## src/rtl/ps2_scancode_rx.sv

```systemverilog
// PS/2 keyboard receiver: synchronise, filter, deserialise frames and strip E0/F0 prefixes.
// Optional `PS2_PARITY_CHECK_EN enables odd-parity checking of each frame.
module ps2_scancode_rx #(
  parameter int unsigned FILT_LEN    = 8,
  parameter int unsigned TIMEOUT_CYC = 50000
) (
  input  logic       clk_i,
  input  logic       rst_i,
  input  logic       ps2_clk_i,
  input  logic       ps2_data_i,
  output logic [7:0] scancode_o,
  output logic       code_valid_o,
  output logic       ext_o,
  output logic       frame_err_o
);

  localparam int unsigned TmoW = $clog2(TIMEOUT_CYC + 1);

  typedef enum logic [1:0] {StIdle, StData, StParity, StStop} state_e;

  logic [1:0]          clk_sync_q, data_sync_q;
  logic [FILT_LEN-1:0] filt_q;
  logic                filt_lvl_q;
  logic [TmoW-1:0]     tmo_cnt_q;

  state_e      state_q;
  logic [2:0]  bit_cnt_q;
  logic [7:0]  shift_q;
  logic        pend_brk_q, pend_ext_q;
  logic [7:0]  scancode_q;
  logic        ext_q, code_valid_q, frame_err_q;

  logic fall, data_s, tmo_hit, par_ok, frame_ok;

  assign data_s  = data_sync_q[1];
  assign fall    = filt_lvl_q & ~|filt_q;
  assign tmo_hit = (tmo_cnt_q == TmoW'(TIMEOUT_CYC));

  // Synchronisers, edge filter and inactivity timer; all reset to the idle-bus level.
  always_ff @(posedge clk_i or posedge rst_i) begin
    if (rst_i) begin
      clk_sync_q  <= 2'b11;
      data_sync_q <= 2'b11;
      filt_q      <= '1;
      filt_lvl_q  <= 1'b1;
      tmo_cnt_q   <= '0;
    end else begin
      clk_sync_q  <= {clk_sync_q[0], ps2_clk_i};
      data_sync_q <= {data_sync_q[0], ps2_data_i};
      filt_q      <= {filt_q[FILT_LEN-2:0], clk_sync_q[1]};
      if (&filt_q) begin
        filt_lvl_q <= 1'b1;
      end else if (~|filt_q) begin
        filt_lvl_q <= 1'b0;
      end
      if (fall) begin
        tmo_cnt_q <= '0;
      end else if (!tmo_hit) begin
        tmo_cnt_q <= tmo_cnt_q + 1'b1;
      end
    end
  end

`ifdef PS2_PARITY_CHECK_EN
  logic par_q;
  always_ff @(posedge clk_i or posedge rst_i) begin
    if (rst_i) begin
      par_q <= 1'b0;
    end else if (fall && state_q == StParity) begin
      par_q <= data_s;
    end
  end
  assign par_ok = ^{shift_q, par_q};
`else
  assign par_ok = 1'b1;
`endif

  // In StStop the synchronised data line carries the stop bit.
  assign frame_ok = data_s & par_ok;

  always_ff @(posedge clk_i or posedge rst_i) begin
    if (rst_i) begin
      state_q      <= StIdle;
      bit_cnt_q    <= 3'd0;
      shift_q      <= 8'h00;
      pend_brk_q   <= 1'b0;
      pend_ext_q   <= 1'b0;
      scancode_q   <= 8'h00;
      ext_q        <= 1'b0;
      code_valid_q <= 1'b0;
      frame_err_q  <= 1'b0;
    end else begin
      code_valid_q <= 1'b0;
      frame_err_q  <= 1'b0;
      if (fall) begin
        unique case (state_q)
          StIdle: begin
            if (!data_s) begin
              state_q   <= StData;
              bit_cnt_q <= 3'd0;
            end
          end
          StData: begin
            shift_q   <= {data_s, shift_q[7:1]};
            bit_cnt_q <= bit_cnt_q + 3'd1;
            if (bit_cnt_q == 3'd7) begin
              state_q <= StParity;
            end
          end
          StParity: begin
            state_q <= StStop;
          end
          StStop: begin
            state_q <= StIdle;
            if (!frame_ok) begin
              frame_err_q <= 1'b1;
              pend_brk_q  <= 1'b0;
              pend_ext_q  <= 1'b0;
            end else if (shift_q == 8'hF0) begin
              pend_brk_q <= 1'b1;
            end else if (shift_q == 8'hE0) begin
              pend_ext_q <= 1'b1;
            end else begin
              // Break codes are swallowed: only make codes reach the decoder.
              if (!pend_brk_q) begin
                scancode_q   <= shift_q;
                ext_q        <= pend_ext_q;
                code_valid_q <= 1'b1;
              end
              pend_brk_q <= 1'b0;
              pend_ext_q <= 1'b0;
            end
          end
          default: state_q <= StIdle;
        endcase
      end else if (tmo_hit && state_q != StIdle) begin
        state_q     <= StIdle;
        frame_err_q <= 1'b1;
        pend_brk_q  <= 1'b0;
        pend_ext_q  <= 1'b0;
      end
    end
  end

  assign scancode_o   = scancode_q;
  assign ext_o        = ext_q;
  assign code_valid_o = code_valid_q;
  assign frame_err_o  = frame_err_q;

endmodule

```

## config.mk

```make
export PLATFORM = sky130hd
export DESIGN_NAME = ps2_scancode_rx
export DESIGN_NICKNAME = d
export VERILOG_FILES = /design/src/rtl/ps2_scancode_rx.sv
export SDC_FILE = /design/constraint.sdc
export NUM_CORES = 1
export LEC_CHECK = 0
export BUFFER_PORTS_ARGS = -buffer_cell sky130_fd_sc_hd__buf_2
export CAP_MARGIN = 10
export CORE_UTILIZATION = 45
export CTS_CLUSTER_SIZE = 16
export DETAILED_ROUTE_END_ITERATION = 7
export SYNTH_ARGS = -nofsm -noshare
export SYNTH_HDL_FRONTEND = slang
export SYNTH_SLANG_ARGS = --single-unit
```

## constraint.sdc

```tcl
create_clock -name clk_i -period 2 [get_ports clk_i]
set_input_delay 0.4 -clock clk_i [delete_from_list [all_inputs] [get_ports clk_i]]
set_output_delay 0.4 -clock clk_i [all_outputs]
set_load 0.005 [all_outputs]
```

==> results.md, run 1 <==
- CTS Buf Count: 5
- Post-CTS Setup Inserts: 0
- Hold crit path type: in2async
- Synth unique cells: around 40
- Slowest CP cell: dfstp_2
- Crit path required time: 2200 ps
- Initial antenna violation count: 0
- Dpl hpwl: 3130 µm
- Clk_skew: between 10 and 15 ps
- GR Util All Layers: 0.169
- Crit path max fanout: 9
- Die ar.: around 5800 µm²
- Syn Std Cell Area: 2460 µm²
- Max Cap Violations: 0
- PostCTS Resize Cnt: 0
- Final Power: about 2.0 mW
- Die Ht: 75.9 µm
- Post-synth EDFFs: 0
- Max Freq: 0.542 GHz
- Minimum hold slack: 78.5 ps
- Part of the cycle the worst path needs: 0.922
- Yosys reg bits: 55
- Element type at the critical path end: flop
- Core area: ~5200 µm²
- DP Cell Count: about 280
- Port Buffers: 14
- GRT overflow: 0
- Synth Warn #: 0
- Layout area overhead: 10.3%
- First-pass GRT wire length: 7670 µm
- R2R cell count: 4
- CP max stage delay: between 300 and 400 ps
- Critical Path End: scancode_o[1]$_DFFE_PP0P_
- R2r endpoint: scancode_o[1]$_DFFE_PP0P_
- Final nets: roughly 230
- Pre-antenna DRT Iters: 4
- R2r setup slk: 160 ps
- Synth async-reset ratio: 1.00
- Power Density: around 740 nW/µm²
- Reg2reg start: filt_q[5]$_DFF_PP1_
- Vias in the first global route: roughly 1600
- Fraction of layout cells with a size suffix above 1: 0.284
- Post-route DRC: 0
- Worst slew margin: 0.724
- H-Tree Depth: 2
- Slew @ Worst Pin: 413 ps
- Design Area, Final: 2710 µm²
- RSZ-0062 raised after global routing: false
- CP Class: reg2reg
- Post-Syn Area per Cell: 12.4 µm²
- Register area share after synthesis: 0.566
- Leak: 1.29 nW
- Vias per cell: around 5.4
- Cell area after placement: approximately 2600 µm²
- Clock slew at the register clock pins of the worst setup and hold paths: about 90 ps
- CTS Root Cell: clkbuf_8
- Max-slew violation count: 0
- Later-pin clock latency in the skew report: slightly above 300 ps
- Ports: 15
- Status: complete, no violations
- Row Count: 26
- Antenna diode count: 0
- Via count: 1564
- Initial core utilization: 0.475
- CP startpoint: filt_q[5]$_DFF_PP1_
- Final Wtd Congestion: between 0.7 and 0.8
- Post-synth top flop: dfrtp_1
- Finished Layout Cells: 292
- Routed wire length: 4380 µm
- CP Cell Sequence: nor4_2, and3_1, nand4_4, mux2_4
- Die width: 75.9 µm
- Drt wl/cell: 15.0 µm
- Iter 0 DRT Violations: 88
- Clock sink count: 55
- Setup TNS: 0 ps
- Cts hold-fix bufs: 0
- Largest net degree at the start of global routing: 23
- Final Hold Fails: 0
- Synth Net Count: approximately 210
- Post-Syn Instances: just under 200
- CP Launch Type: flop
- Arrival time at the worst endpoint: 2040 ps
- Fin crit period: about 1800 ps
- Final setup viols: 0
- CTS tree: yes
- ANT nets after route: 0
- Peak VDD IR: 0.373 mV
- CTS max path bufs: 2
where the power goes:
| part | switching, mW | internal, mW |
|---|---|---|
| clock | 0.337 | 0.250 |
| sequential | 0.0887 | 1.19 |
| combinational | 0.0793 | 0.0703 |
Yosys cell counts, types with 4 or more instances:
master / number / area (µm²)
xor2_1: 8 / 70.1
dfrtp_1: 42 / 1050
o21ai_0: 5 / 25.0
dfstp_2: 13 / 342
a21oi_1: 5 / 25.0
nand4_1: 8 / 50.1
ha_1: 8 / 100
mux2_4: 9 / 135
and3_1: 5 / 31.3
nand2_1: 9 / 33.8
mux2_2: 9 / 101
nand3_1: 13 / 65.1
nor2_1: 17 / 63.8
xnor2_1: 4 / 35.0
inv_1: 7 / 26.3
flip-flops by register name (all words and copies together), names as in the netlist:
signal and count:
tmo_cnt_q 16, filt_q 8, scancode_o 8, shift_q 8, bit_cnt_q 3, clk_sync_q 2, data_sync_q 2, state_q 2
code_valid_o 1, ext_o 1, filt_lvl_q 1, frame_err_o 1, pend_brk_q 1, pend_ext_q 1
placed cells by master, fill, tap and decap left out, drive strengths merged, types with 2 or more instances in the layout:
cell type and n:
a21oi 5, a22o 2, and3 5, and4 3
buf 19, clkbuf 8, dfrtp 42, dfstp 13
ha 8, inv 7, mux2 18, nand2 10
nand3 13, nand4 9, nor2 17, nor3 3
nor4 5, nor4bb 2, o21ai 5, xnor2 4
xor2 8
cell families after synthesis:
family	share of synthesized area
buf+inv	0.0198
simple gates	0.177
mux	0.100
fa+ha+maj	0.0407
xor+xnor	0.0427
flops	0.566
compound gates	0.0534
worst max-delay path: cells and delay by family, from the launching register on:
family | cells | cell delay, ps
flip-flops | 1 | 390
multiplexers | 1 | 370
AND/OR/NAND/NOR | 3 | 980
worst min path at each step:
stage | startpoint | end | slack [ps] | depth (start not counted)
2_1_floorplan | clk_sync_q[0]$_DFF_PP1_ | clk_sync_q[1]$_DFF_PP1_ | 350 | 0
3_3_place_gp | clk_sync_q[0]$_DFF_PP1_ | clk_sync_q[1]$_DFF_PP1_ | 350 | 0
3_5_place_dp | data_sync_q[0]$_DFF_PP1_ | data_sync_q[1]$_DFF_PP1_ | 350 | 0
4_1_cts | rst_i | bit_cnt_q[0]$_DFFE_PP0P_ | 90 | 2
5_1_grt | rst_i | scancode_o[6]$_DFFE_PP0P_ | 100 | 2
6_report | rst_i | scancode_o[6]$_DFFE_PP0P_ | 80 | 2
layer usage:
layer	wire length (µm)	global-route usage	vias to the layer above
li1	-	-	760
met1	2100	0.219	785
met2	2110	0.276	14
met3	92	0.0361	5
met4	78	0.0692	0
met5	0	0	-
metrics by stage:
stage / setup WS, ps / util
floorplan: 279 / -
global placement: 177 / 0.509
detailed placement: 152 / 0.509
CTS: 130 / 0.524
global route: 36.3 / 0.524
finish: 157 / 0.524
final cells by class:
cell class / instances / area [µm²]
well taps: 70 / 87.6
repair buffers: 19 / 108
fillers: 451 / 2460
inverters: 7 / 26.3
multi-input cells: 133 / 1020
flip-flops and latches: 55 / 1390
clock buffers: 8 / 80.1
Power figures use the tool's default switching activity.
==> run 2, diff against run 1 <==
- MAX_ROUTING_LAYER: unset -> met4
- RECOVER_POWER: unset -> 50
- SKIP_LAST_GASP: unset -> 1
==> results.md, run 2 (same netlist as run 1, synthesis figures left out) <==
- Status: complete, no violations
- PostCTS Resize Cnt: 0 (unchanged)
- Element type at the critical path end: flop
- Commonest non-fill, non-tap cell in the layout: dfrtp_1
- H-Tree Depth: 2 (unchanged)
- Crit path required time: 2190 ps (about the same)
- Initial antenna violation count: 0 (unchanged)
- Vias per cell: 5.38 (+0.51%)
- Clk_skew: 13.3 ps (-0.230 ps)
- CTS Buf Count: 5 (unchanged)
- Layout area overhead: 9.82%
- CTS max path bufs: 2 (unchanged)
- Fin crit period: 1840 ps (-1.52 ps)
- Fraction of layout cells with a size suffix above 1: 0.239 (-0.0450)
- Largest net degree at the start of global routing: 23 (unchanged)
- Final Hold Fails: 0 (unchanged)
- Ports: 15 (unchanged)
- CP Class: reg2reg
- Drt wl/cell: 15.0 µm (-0.14%)
- Dpl hpwl: 3130 µm (unchanged)
- Max Cap Violations: 0 (unchanged)
- Die Ht: 75.9 µm (unchanged)
- Most frequent cells in the layout: dfrtp_1, nor2_1, buf_2
- Max-slew violation count: 0 (unchanged)
- Leak: 1.28 nW (-1.0%)
- Max Freq: 0.543 GHz (about the same)
- Row Count: 26 (unchanged)
- Cell area after placement: 2630 µm² (unchanged)
- Later-pin clock latency in the skew report: 310 ps (about the same)
- GRT overflow: 0 (unchanged)
- Post-route DRC: 0 (unchanged)
- Iter 0 DRT Violations: 73 (-17%)
- Hold crit path type: in2reg
- Port Buffers: 14 (unchanged)
- Pre-antenna DRT Iters: 4 (unchanged)
- RSZ-0062 raised after global routing: false
- First-pass GRT wire length: 7680 µm (about the same)
- Clock slew at the register clock pins of the worst setup and hold paths: 90 ps (about the same)
- Antenna diode count: 0 (unchanged)
- Initial core utilization: 0.475 (unchanged)
- Design Area, Final: 2700 µm² (-0.42%)
- Setup TNS: 0 ps (unchanged)
- Die width: 75.9 µm (unchanged)
- GR Util All Layers: 0.174 (+0.00501)
- CTS tree: yes
- Post-CTS Setup Inserts: 0 (unchanged)
- Final setup margin: 158 ps (+1.52 ps)
- Final core utilization: 0.522 (-0.00218)
- Reg with most FFs: tmo_cnt_q
- Pre-CTS setup slack: 152 ps (unchanged)
- Final setup viols: 0 (unchanged)
- Power Density: 742 nW/µm² (about the same)
- Routed wire length: 4380 µm (-0.14%)
- Final nets: 233 (unchanged)
- Clock sink count: 55 (unchanged)
- Final Power: 2.00 mW (-0.34%)
- Peak VDD IR: 0.373 mV (about the same)
- Arrival time at the worst endpoint: 2040 ps (about the same)
- Cts hold-fix bufs: 0 (unchanged)
- Part of the cycle the worst path needs: 0.921 (about the same)
- Largest register FFs: 16 (unchanged)
- Vias in the first global route: 1598 (+0.063%)
- Core area: 5170 µm² (unchanged)
- Worst slew margin: 0.397 (-0.328)
- Slew @ Worst Pin: 905 ps (+492 ps)
- Final Wtd Congestion: 0.777 (+1.3%)
- CP Launch Type: flop
- ANT nets after route: 0 (unchanged)
- Via count: 1572 (+0.51%)
- Die ar.: 5760 µm² (unchanged)
- CTS Root Cell: clkbuf_8
- Crit path max fanout: 9 (unchanged)
run 2: cell count changes in the layout (fill, tap and decap cells not counted), sizes merged:
cell / change
buf: -3
clkbuf: +3
run 2: layout make-up:
type | instances | area (µm²)
Clock buffer | 8 | 80.1
Fill cell | 452 | 2470
Inverter | 7 | 26.3
Multi-Input combinational cell | 133 | 1020
Sequential cell | 55 | 1390
Tap cell | 70 | 87.6
Timing Repair Buffer | 19 | 96.3
run 2: critical path: stages (launching register included):
cell,delay [ps]
dfstp_2,390
nor4_2,340
and3_1,360
nand4_4,280
mux2_4,370
run 2: where the power goes:
group          leakage (nW)  internal, mW  switching [mW]
sequential            0.706          1.18          0.0897
combinational         0.532        0.0676          0.0792
clock                0.0395         0.250           0.335
run 2: metal layers:
layer,track usage,part of all wire,vias to the layer above
met5,-,0,-
met4,0.0692,0.017,0
met3,0.0361,0.025,6
met2,0.276,0.48,18
met1,0.219,0.48,789
li1,-,-,759
run 2: path summary, 6_finish.rpt:
kind	startpoint	endpoint	slack (ps)	depth (start not counted)
setup reg to reg	filt_q[5]$_DFF_PP1_	scancode_o[1]$_DFFE_PP0P_	160	4
hold reg to reg	data_sync_q[0]$_DFF_PP1_	data_sync_q[1]$_DFF_PP1_	360	0
max in group asynchronous	rst_i	tmo_cnt_q[2]$_DFFE_PP0P_	520	3
setup / recovery	filt_q[5]$_DFF_PP1_	scancode_o[1]$_DFFE_PP0P_	160	4
min in group asynchronous	rst_i	scancode_o[6]$_DFFE_PP0P_	220	2
hold / removal	ps2_data_i	data_sync_q[0]$_DFF_PP1_	190	1
run 2: stage by stage:
step	instances	hold WS (ps)
floorplan	199	345
global placement	284	346
detailed placement	284	348
CTS	292	87.4
global route	292	164
finish	292	190
==> run 3, diff against run 2 <==
- ABC_AREA: unset -> 1
==> results.md, run 3 <==
- Area leader, netlist: dfrtp_1
- Cts hold-fix bufs: 0 (unchanged)
- Iter 0 DRT Violations: 147 (+100%)
- Port Buffers: 14 (unchanged)
- Leak: 1.47 nW (+15%)
- Synth Net Count: 312 (+48%)
- Die Ht: 77.1 µm (+1.5%)
- Yosys reg bits: 55 (unchanged)
- Ports: 15 (unchanged)
- R2r endpoint: bit_cnt_q[0]$_DFFE_PP0P_
- Post-Syn Instances: 300 (+51%)
- Clock sink count: 55 (unchanged)
- Max Cap Violations: 0 (unchanged)
- Worst Path Buf+Inv: 0 (unchanged)
- Clk_skew: 6.75 ps (-6.50 ps)
- Die width: 77.1 µm (+1.5%)
- Part of the cycle the worst path needs: 0.821 (-0.0999)
- Register area share after synthesis: 0.549 (-0.0173)
- Element type at the critical path end: flop
- Synth unique cells: 27 (-34%)
- Most Frequent Cell on Critical Path: nor2_1
- Commonest non-fill, non-tap cell in the layout: nand2_1
- Slew @ Worst Pin: 1290 ps (+383 ps)
- Top cells by count, synth: nand2_1, dfrtp_1, nor2_1, inv_1, nand3_1
- Vias in the first global route: 1855 (+16%)
- Post-synth top area share: 0.414 (-0.0131)
- Hold path depth: 1 (unchanged)
- Post-synth top flop: dfrtp_1
- Finished Layout Cells: 389 (+33%)
- Largest register FFs: 16 (unchanged)
- Crit path max fanout: 7 (-2)
- Die ar.: 5940 µm² (+3.1%)
- Post-Syn Area per Cell: 8.45 µm² (-32%)
- CP Cell Sequence: nor2_1, nand2_1, nor2_1, nand2_2, nor2_1, o21ai_0, nand2_1, o21ai_1
- Layout area overhead: 10.4%
- Final Wtd Congestion: 0.851 (+9.5%)
- CTS tree: yes
- Later-pin clock latency in the skew report: 310 ps (about the same)
- Initial antenna violation count: 0 (unchanged)
- H-Tree Depth: 2 (unchanged)
- Fraction of layout cells with a size suffix above 1: 0.138 (-0.101)
- Drt wl/cell: 11.4 µm (-24%)
- Initial core utilization: 0.481 (+0.00592)
- PostCTS Resize Cnt: 0 (unchanged)
- DP Cell Count: 381 (+34%)
- Antenna diode count: 0 (unchanged)
- Most frequent cell after synthesis: nand2_1
- Worst slew margin: 0.141 (-0.255)
- First-pass GRT wire length: 8340 µm (+8.6%)
- Arrival time at the worst endpoint: 1840 ps (-200 ps)
- Final Hold Fails: 0 (unchanged)
- CTS Root Cell: clkbuf_8
- Post-synth EDFFs: 0 (unchanged)
- Final setup viols: 0 (unchanged)
- Peak VDD IR: 0.455 mV (+22%)
- Pre-antenna DRT Iters: 4 (unchanged)
- Synth async-reset ratio: 1.00 (unchanged)
- Syn Std Cell Area: 2540 µm² (+3.2%)
- CP delay by family, top: simple AND/OR/NAND/NOR gates
- Setup TNS: 0 ps (unchanged)
- Synth area leaders: dfrtp_1, dfstp_2, nand2_1, nor2_1, inv_1
- Routed wire length: 4450 µm (+1.8%)
- Post-CTS Setup Inserts: 0 (unchanged)
- R2r setup slk: 360 ps (+200 ps)
- Synth Warn #: 0 (unchanged)
- Clock slew at the register clock pins of the worst setup and hold paths: 90 ps (about the same)
- GRT overflow: 0 (unchanged)
- Min-delay src: ps2_data_i
- CP max stage delay: 390 ps (about the same)
- CP Class: reg2reg
- Vias per cell: 4.88 (-9.3%)
- Power Density: 757 nW/µm² (+2.0%)
- Core area: 5270 µm² (+1.9%)
- CP Launch Type: flop
- Most frequent cells in the layout: nand2_1, dfrtp_1, nor2_1
- ANT nets after route: 0 (unchanged)
- Critical Path End: bit_cnt_q[0]$_DFFE_PP0P_
- Dpl hpwl: 3160 µm (+1.1%)
- Via count: 1899 (+21%)
- CTS Buf Count: 5 (unchanged)
- Minimum hold slack: 185 ps (-4.98 ps)
- Slowest CP cell: dfstp_2
- Max-slew violation count: 0 (unchanged)
- Final nets: 330 (+42%)
- R2R cell count: 8 (+4)
- Status: complete, no violations
- RSZ-0062 raised after global routing: false
- Row Count: 26 (unchanged)
- GR Util All Layers: 0.183 (+0.00901)
- Post-route DRC: 0 (unchanged)
- Largest net degree at the start of global routing: 56 (+140%)
- Hold crit path type: in2reg
- CTS max path bufs: 2 (unchanged)
- Fin crit period: 1640 ps (-200 ps)
- Reg2reg start: filt_q[5]$_DFF_PP1_
- CP startpoint: filt_q[5]$_DFF_PP1_
- WP depth: 8 (+4)
- Crit path required time: 2200 ps (about the same)
- Max Freq: 0.609 GHz (+12%)
- Reg with most FFs: tmo_cnt_q
## run 3: cell types whose count changed in the layout (fill, tap and decap cells not counted), sizes merged, moves of 4 or more
| cell | change |
|---|---|
| nand3 | +10 |
| o21ai | +7 |
| nand2 | +79 |
| nor4 | -5 |
| inv | +26 |
| xnor2 | -4 |
| mux2 | -18 |
| nor2 | +21 |
| xor2 | -7 |
| a21oi | +8 |
## run 3: worst min-delay path by stage
stage                     slack [ps]                  endpoint
after floorplan                  350   clk_sync_q[1]$_DFF_PP1_
after global placement           350  data_sync_q[1]$_DFF_PP1_
after detailed placement         350       filt_q[0]$_DFF_PP1_
after CTS                        130     frame_err_o$_DFF_PP0_
after global routing             170  data_sync_q[0]$_DFF_PP1_
final                            190  data_sync_q[0]$_DFF_PP1_
## run 3: cells by family after synthesis
logic type,after synthesis,share of synthesized area
adders and majority gates,8,0.0395
AOI/OAI and AO/OA,29,0.0612
buffers and inverters,39,0.0592
DFF,55,0.549
and+or+nand+nor,168,0.288
xor gates and xnor gates,1,0.00345
## run 3: layout make-up
| cell class | count | area, µm² |
|---|---|---|
| clock inverter | 1 | 5.00 |
| timing repair buffer | 17 | 90.1 |
| inverter | 33 | 124 |
| multi-input combinational | 206 | 993 |
| fill | 514 | 2470 |
| sequential | 55 | 1390 |
| tap | 70 | 87.6 |
| clock buffer | 7 | 108 |
## run 3: metal layers
layer	up-vias	share of wire	global-route usage
li1	986	-	-
met5	-	0	-
met4	0	0.014	0.0585
met3	5	0.028	0.0500
met2	20	0.41	0.267
met1	888	0.55	0.248
## run 3: per-stage QoR
step	instance area [µm²]	utilization	power [mW]	setup WS [ps]
2_1_floorplan	2540	-	1.39	279
3_3_place_gp	2700	0.513	1.44	410
3_5_place_dp	2700	0.513	1.44	372
4_1_cts	2820	0.534	2.15	359
5_1_grt	2800	0.531	2.23	113
6_report	2800	0.531	2.12	358
## run 3: where the power goes
group          switching [mW]  total, mW  internal [mW]  leakage (nW)
registers              0.0688       1.26           1.19         0.709
clock network           0.347      0.702          0.355        0.0594
logic                   0.102      0.161         0.0585         0.701
total                   0.518       2.12           1.60          1.47
